`src/rtl/mem_arb.sv`:
```
// Two-port memory arbiter: instruction fetch and load/store share one memory with a fixed LAT-cycle access.
// Define MEM_ARB_RR_EN to grant ties round-robin; otherwise ties always go to load/store.
module mem_arb #(
    parameter int unsigned LAT = 2
) (
    input  logic        clk,
    input  logic        rst,
    input  logic        if_req,
    input  logic [31:0] if_addr,
    output logic        if_ack,
    output logic [31:0] if_rdata,
    input  logic        ls_req,
    input  logic        ls_we,
    input  logic [31:0] ls_addr,
    input  logic [31:0] ls_wdata,
    output logic        ls_ack,
    output logic [31:0] ls_rdata,
    output logic [31:0] mem_addr,
    output logic [31:0] mem_wdata,
    output logic        mem_read,
    output logic        mem_write,
    input  logic [31:0] mem_rdata,
    output logic        busy
);

    typedef enum logic [1:0] {IDLE, ACCESS, DONE} state_t;

    state_t      state, state_n;
    logic [2:0]  cnt, cnt_n;
    logic        grant_ls, grant_ls_n;
    logic        we, we_n;
    logic [31:0] addr_n, wdata_n, if_rdata_n, ls_rdata_n;
    logic        read_n, write_n, if_ack_n, ls_ack_n, busy_n;
    logic        pick_ls;

`ifdef MEM_ARB_RR_EN
    logic last_ls, last_ls_n;
    // On a tie, ls wins only if fetch was granted most recently.
    assign pick_ls = ls_req && (!if_req || !last_ls);
`else
    assign pick_ls = ls_req;
`endif

    always_comb begin
        state_n    = state;
        cnt_n      = cnt;
        grant_ls_n = grant_ls;
        we_n       = we;
        addr_n     = mem_addr;
        wdata_n    = mem_wdata;
        if_rdata_n = if_rdata;
        ls_rdata_n = ls_rdata;
        read_n     = 1'b0;
        write_n    = 1'b0;
        if_ack_n   = 1'b0;
        ls_ack_n   = 1'b0;
`ifdef MEM_ARB_RR_EN
        last_ls_n  = last_ls;
`endif
        case (state)
            IDLE: begin
                if (if_req || ls_req) begin
                    grant_ls_n = pick_ls;
                    we_n       = pick_ls && ls_we;
                    addr_n     = pick_ls ? ls_addr : if_addr;
                    wdata_n    = ls_wdata;
                    cnt_n      = 3'(LAT - 1);
                    read_n     = !we_n;
                    write_n    = we_n;
                    state_n    = ACCESS;
`ifdef MEM_ARB_RR_EN
                    last_ls_n  = pick_ls;
`endif
                end
            end
            ACCESS: begin
                if (cnt == 3'd0) begin
                    if (!we) begin
                        if (grant_ls) ls_rdata_n = mem_rdata;
                        else          if_rdata_n = mem_rdata;
                    end
                    if_ack_n = !grant_ls;
                    ls_ack_n = grant_ls;
                    state_n  = DONE;
                end else begin
                    cnt_n   = cnt - 3'd1;
                    read_n  = !we;
                    write_n = we;
                end
            end
            DONE:    state_n = IDLE;
            default: state_n = IDLE;
        endcase
        busy_n = (state_n != IDLE);
    end

    always_ff @(posedge clk or posedge rst) begin
        if (rst) begin
            state     <= IDLE;
            cnt       <= '0;
            grant_ls  <= 1'b0;
            we        <= 1'b0;
            mem_addr  <= '0;
            mem_wdata <= '0;
            if_rdata  <= '0;
            ls_rdata  <= '0;
            mem_read  <= 1'b0;
            mem_write <= 1'b0;
            if_ack    <= 1'b0;
            ls_ack    <= 1'b0;
            busy      <= 1'b0;
`ifdef MEM_ARB_RR_EN
            last_ls   <= 1'b1;
`endif
        end else begin
            state     <= state_n;
            cnt       <= cnt_n;
            grant_ls  <= grant_ls_n;
            we        <= we_n;
            mem_addr  <= addr_n;
            mem_wdata <= wdata_n;
            if_rdata  <= if_rdata_n;
            ls_rdata  <= ls_rdata_n;
            mem_read  <= read_n;
            mem_write <= write_n;
            if_ack    <= if_ack_n;
            ls_ack    <= ls_ack_n;
            busy      <= busy_n;
`ifdef MEM_ARB_RR_EN
            last_ls   <= last_ls_n;
`endif
        end
    end

endmodule

```
`config.mk`:
```
export PLATFORM = sky130hd
export DESIGN_NAME = mem_arb
export DESIGN_NICKNAME = d
export VERILOG_FILES = /design/src/rtl/mem_arb.sv
export SDC_FILE = /design/constraint.sdc
export NUM_CORES = 1
export LEC_CHECK = 0
export ABC_CLOCK_PERIOD_IN_PS = 7950
export CAP_MARGIN = 5
export CORE_ASPECT_RATIO = 0.5
export CORE_MARGIN = 5
export CORE_UTILIZATION = 33
export DETAILED_ROUTE_END_ITERATION = 7
export PLACE_DENSITY = 0.67
export SYNTH_ARGS = -nofsm -noshare
export SYNTH_HDL_FRONTEND = slang
export SYNTH_SLANG_ARGS = --single-unit
```
`constraint.sdc`:
```
create_clock -name clk -period 7.95 [get_ports clk]
set_input_delay 1.1925 -clock clk [delete_from_list [all_inputs] [get_ports clk]]
set_output_delay 1.1925 -clock clk [all_outputs]
set_load 0.03 [all_outputs]
```
[After elaboration in Yosys (flattened, before gate mapping)]
Index checks and enable logic that the tools add are counted.
Storage, ports and cells
  register bits after elaboration: 140
  bits of input ports: 133
  output and inout bits: 133
  word-level logic and storage cells: 49
Operators by class
  add/sub/neg operators: 1
  equal/unequal tests: 3
  muxes and demuxes: 17
  bitwise logic cells: 2
  reduce and logical (&&, ||, !) cells: 13
Operator list (number)
  $mux W32: 1
  $mux W1: 8
  $reduce_and A4 Y1: 2
  $mux W3: 2
  $pmux W3 S2: 1
  $mux W2: 2
  $ne A2 B2 Y1 const B: 2
  $pmux W1 S2: 2
  $pmux W2 S2: 1
  $reduce_bool A2 Y1: 2
  $logic_not A1 Y1: 3
  $logic_not A3 Y1: 1
  $reduce_and A3 Y1: 1
  $sub A3 B1 Y3 const B: 1
  $eq A2 B1 Y1 const B: 1
  $logic_not A2 Y1: 1
  $not A1 Y1: 2
  $reduce_and A2 Y1: 1
  $logic_and A1 B1 Y1: 1
  $logic_or A1 B1 Y1: 1

[Depth between registers and ports, before layout]
  depth in word-level cells: 4
  depth in mapped cells: 8
  gate-level depth less buffers: 5

[Least setup slack after synthesis]
Ideal clock, no wire load.
  path kind: input to register
  from: in ls_req
  to: reg mem_wdata[13]
  library setup time: 0.125 ns
  arrival time: 2.386 ns
  slack: 5.439 ns
  cell stages on the path: 7
  path buffers: 4
  cell sequence: buf_6 or2_1 buf_2 and2_4 buf_6 buf_6 mux2_4
On the way
  word-level cells in the longest chain between the ends: 2
RTL lines
  start, declared: line 12  | input logic ls_req,
  $logic_or A1 B1 Y1: line 62  | if (if_req || ls_req) begin
  $reduce_and A2 Y1 (no line)
  end signal, assigned: line 121  | mem_wdata <= wdata_n;
  end, declared: line 19  | output logic [31:0] mem_wdata,
Every way passes these cells.
A chain may end at the register's enable or synchronous reset.

[Worst setup path after layout]
  from: in ls_req
  to: reg mem_wdata[8]
Same word-level chain as after synthesis.

==> out/qor.csv <==
metric,value,unit
run_status,"complete, no violations",
ys.warnings.count,0,
grt_setup_unrepaired,no,
netlist_area,0.00563,mm²
die_h,102,µm
finalNetCount,792,
vdd_drop_max,205,µV
worst-path-max-fanout,66,
power.share.switching,0.388,
grt_first_pass_wirelength,24.5,mm
layout_worst_path_cycle_share,0.499,
yosysSeqAreaShare,0.622,
syn_to_final_growth,61.5,%
worst_hold_path_type,flop to flop,
worstSetupPathType,input port to flop,
max_freq,0.252,GHz
cts_buffer_depth,2,
layout-drive-gt1-share,0.200,
detail_route.wirelength,15.8,mm
cts_post_setup_buffers_inserted,0,
power.density_cell_area,474,mW/mm²
max-slew-margin-rel,0.195,
fin_crit,3.97,ns
ys_ff_latch,140,
post-route-drc-count,0,
fp.dieW,195,µm
ant_nets,0,
cts-htree-levels,4,
grtUsageTotal,0.156,
start_kind,input port,
timing.critical_path.slowest_cell_delay,1.01,ns
cts_hold_repair.buffers,0,
worst_setup_hold_path_clk_slew,0.06,ns
timing_hold_violations_final,0,
dr_total_vias,4114,
worst_path_max_delay_cell,sky130_fd_sc_hd__or2_1,
worst_clock_skew,0.00800,ns
intPower,2630,µW
endpoint_class_of_the_critical_path,flop,
antenna_found_initial,0,
critical_path_arrival,4.26,ns
floorplan.initialDensity,0.340,
timing.final.max_slew_violations,0,
dpl.cell_count,865,
final-setup-viol-count,0,
cellLeakagePower,0.00379,µW
finish.cell_count_without_fillers,896,
placement_rows,33,
avg_cell_area_syn,14.3,µm²
mappedNetlistNets,529,
number_of_standard_cells_after_synthesis,394,
clock_sink_count,140,
ioPinCount,266,
tritoncts.num_buffers,17,
fp.coreArea,0.0166,mm²
share_of_power_burned_in_registers,0.293,
portBuffers,265,
finish.utilization,0.549,
cts_tree,built,
routed_wire_length_per_instance,17.6,µm
dieArea,0.0199,mm²
inserted_diodes,0,
net-switching-power,1670,µW
post-synth-top-area-cell,sky130_fd_sc_hd__dfrtp_1,
grt-ovfl-total,0,
setup_total_negative_slack,0,ns
path_cells,"buf_2, or2_1, and2_4, mux2_2",
root_buffer,sky130_fd_sc_hd__clkbuf_16,
first_global_vias,4429,
timing.critical_path.required,8.24,ns
dp_hpwl,11.5,mm
place.gp.congestion,0.746,
yosys.area.top_type_share,0.622,
drt-pass1-iter-count,4,
worstMarginPinSlew,1.21,ns
insertion_delay,0.41,ns
power_frac_comb,0.505,
timing.max_cap.violations,0,
yosysUniqueCellTypes,28,
clockPowerShare,0.202,
drt-initial-drc-count,156,
ctsResizeCount,0,
viasPerCell,4.59,
pin_count_of_the_biggest_net_entering_global_routing,81,
synth_top_cells_by_area,"sky130_fd_sc_hd__dfrtp_1, sky130_fd_sc_hd__mux2_2, sky130_fd_sc_hd__a21oi_1, sky130_fd_sc_hd__mux2i_1, sky130_fd_sc_hd__buf_6",
filler_cell_count,1410,
## layout by cell type (no fill, tap or decap), drive strengths merged, types with 2 or more instances in the layout
cell type,instances
mux2,96
clkdlybuf4s50,264
buf,5
a32o,2
clkinv,2
nor2,3
a21oi,65
mux2i,32
bufinv,5
dfrtp,140
ha,2
nand2b,4
and2,2
nor2b,2
clkbuf,24
nand2,7
inv,3
## cells by family after synthesis
logic type               after synthesis  share of synthesized area
flip-flops                           140                      0.622
buffers and inverters                 28                     0.0287
adder cells (fa/ha/maj)                2                    0.00444
multiplexers                         128                      0.251
AO/OA/AOI/OAI                         73                     0.0702
AND/OR/NAND/NOR                       23                     0.0233
## critical path: cells and delay by family
family | cells | cell delay [ns]
and+or+nand+nor | 2 | 1.83
buffers and inverters | 1 | 0.74
muxes | 1 | 0.41
## area by class of cell
cell class / count / area [µm²] / area share
clock buffers: 24 / 482 / 0.0530
inverters: 3 / 16.3 / 0.00179
well taps: 227 / 284 / 0.0312
repair buffers: 269 / 2680 / 0.295
flip-flops and latches: 140 / 3500 / 0.385
clock inverters: 7 / 160 / 0.0176
multi-input cells: 226 / 1970 / 0.216
## synthesized netlist by cell type
cell                        instances
sky130_fd_sc_hd__a211oi_1           1
sky130_fd_sc_hd__a21oi_1           65
sky130_fd_sc_hd__a221oi_1           1
sky130_fd_sc_hd__a22o_1             1
sky130_fd_sc_hd__a31o_2             1
sky130_fd_sc_hd__a32o_1             2
sky130_fd_sc_hd__and2_1             1
sky130_fd_sc_hd__and2_4             1
sky130_fd_sc_hd__and4bb_2           1
sky130_fd_sc_hd__buf_2              9
sky130_fd_sc_hd__buf_6              6
sky130_fd_sc_hd__clkbuf_1          10
sky130_fd_sc_hd__dfrtp_1          140
sky130_fd_sc_hd__ha_1               2
sky130_fd_sc_hd__inv_1              3
sky130_fd_sc_hd__mux2_2            93
sky130_fd_sc_hd__mux2_4             3
sky130_fd_sc_hd__mux2i_1           32
sky130_fd_sc_hd__nand2_1            7
sky130_fd_sc_hd__nand2b_1           4
sky130_fd_sc_hd__nand3b_1           1
sky130_fd_sc_hd__nor2_1             3
sky130_fd_sc_hd__nor2b_1            2
sky130_fd_sc_hd__nor3_1             1
sky130_fd_sc_hd__o2bb2ai_1          1
sky130_fd_sc_hd__o31ai_1            1
sky130_fd_sc_hd__or2_1              1
sky130_fd_sc_hd__or4b_2             1
## flip-flops by register name, indices dropped and copies added, names as in the netlist
name,flops
busy,1
cnt,3
grant_ls,1
if_ack,1
if_rdata,32
ls_ack,1
ls_rdata,32
mem_addr,32
mem_read,1
mem_wdata,32
mem_write,1
state,2
we,1
## power by group through the flow
stage | Combinational [µW] | Sequential (µW) | Clock, µW
5_1_grt | 2290 | 1310 | 916
4_1_cts | 2210 | 1260 | 887
6_report | 2170 | 1260 | 870
3_3_place_gp | 2180 | 1260 | 0
3_5_place_dp | 2200 | 1270 | 0
2_1_floorplan | 602 | 1940 | 0
## stage by stage
step	cell area [µm²]	setup slack [ns]	power [µW]	hold WS, ns
floorplan	5630	3.00	2540	0.443
global placement	8450	3.58	3440	0.471
detailed placement	8450	3.53	3480	0.466
CTS	9090	3.96	4360	0.481
global route	9090	3.77	4520	0.509
finish	9090	3.98	4300	0.478
## layer usage
metal	track usage	part of all wire
met5	0	0
met3	0.0369	0.037
met4	0.0475	0.015
met2	0.301	0.56
met1	0.176	0.38
## path summary, 6_finish.rpt
kind / startpoint / endpoint / slack, ns / depth (start not counted)
worst min register to register: cnt[0] / cnt[0] / 0.48 / 1
min in group asynchronous: rst / mem_wdata[24] / 1.31 / 2
worst min-delay path: cnt[0] / cnt[0] / 0.48 / 1
max in group asynchronous: rst / ls_rdata[26] / 5.39 / 3
worst max register to register: cnt[0] / ls_rdata[8] / 6.02 / 6
worst max-delay path: ls_req / mem_wdata[8] / 3.98 / 4
(Power assumes the default switching activity.)
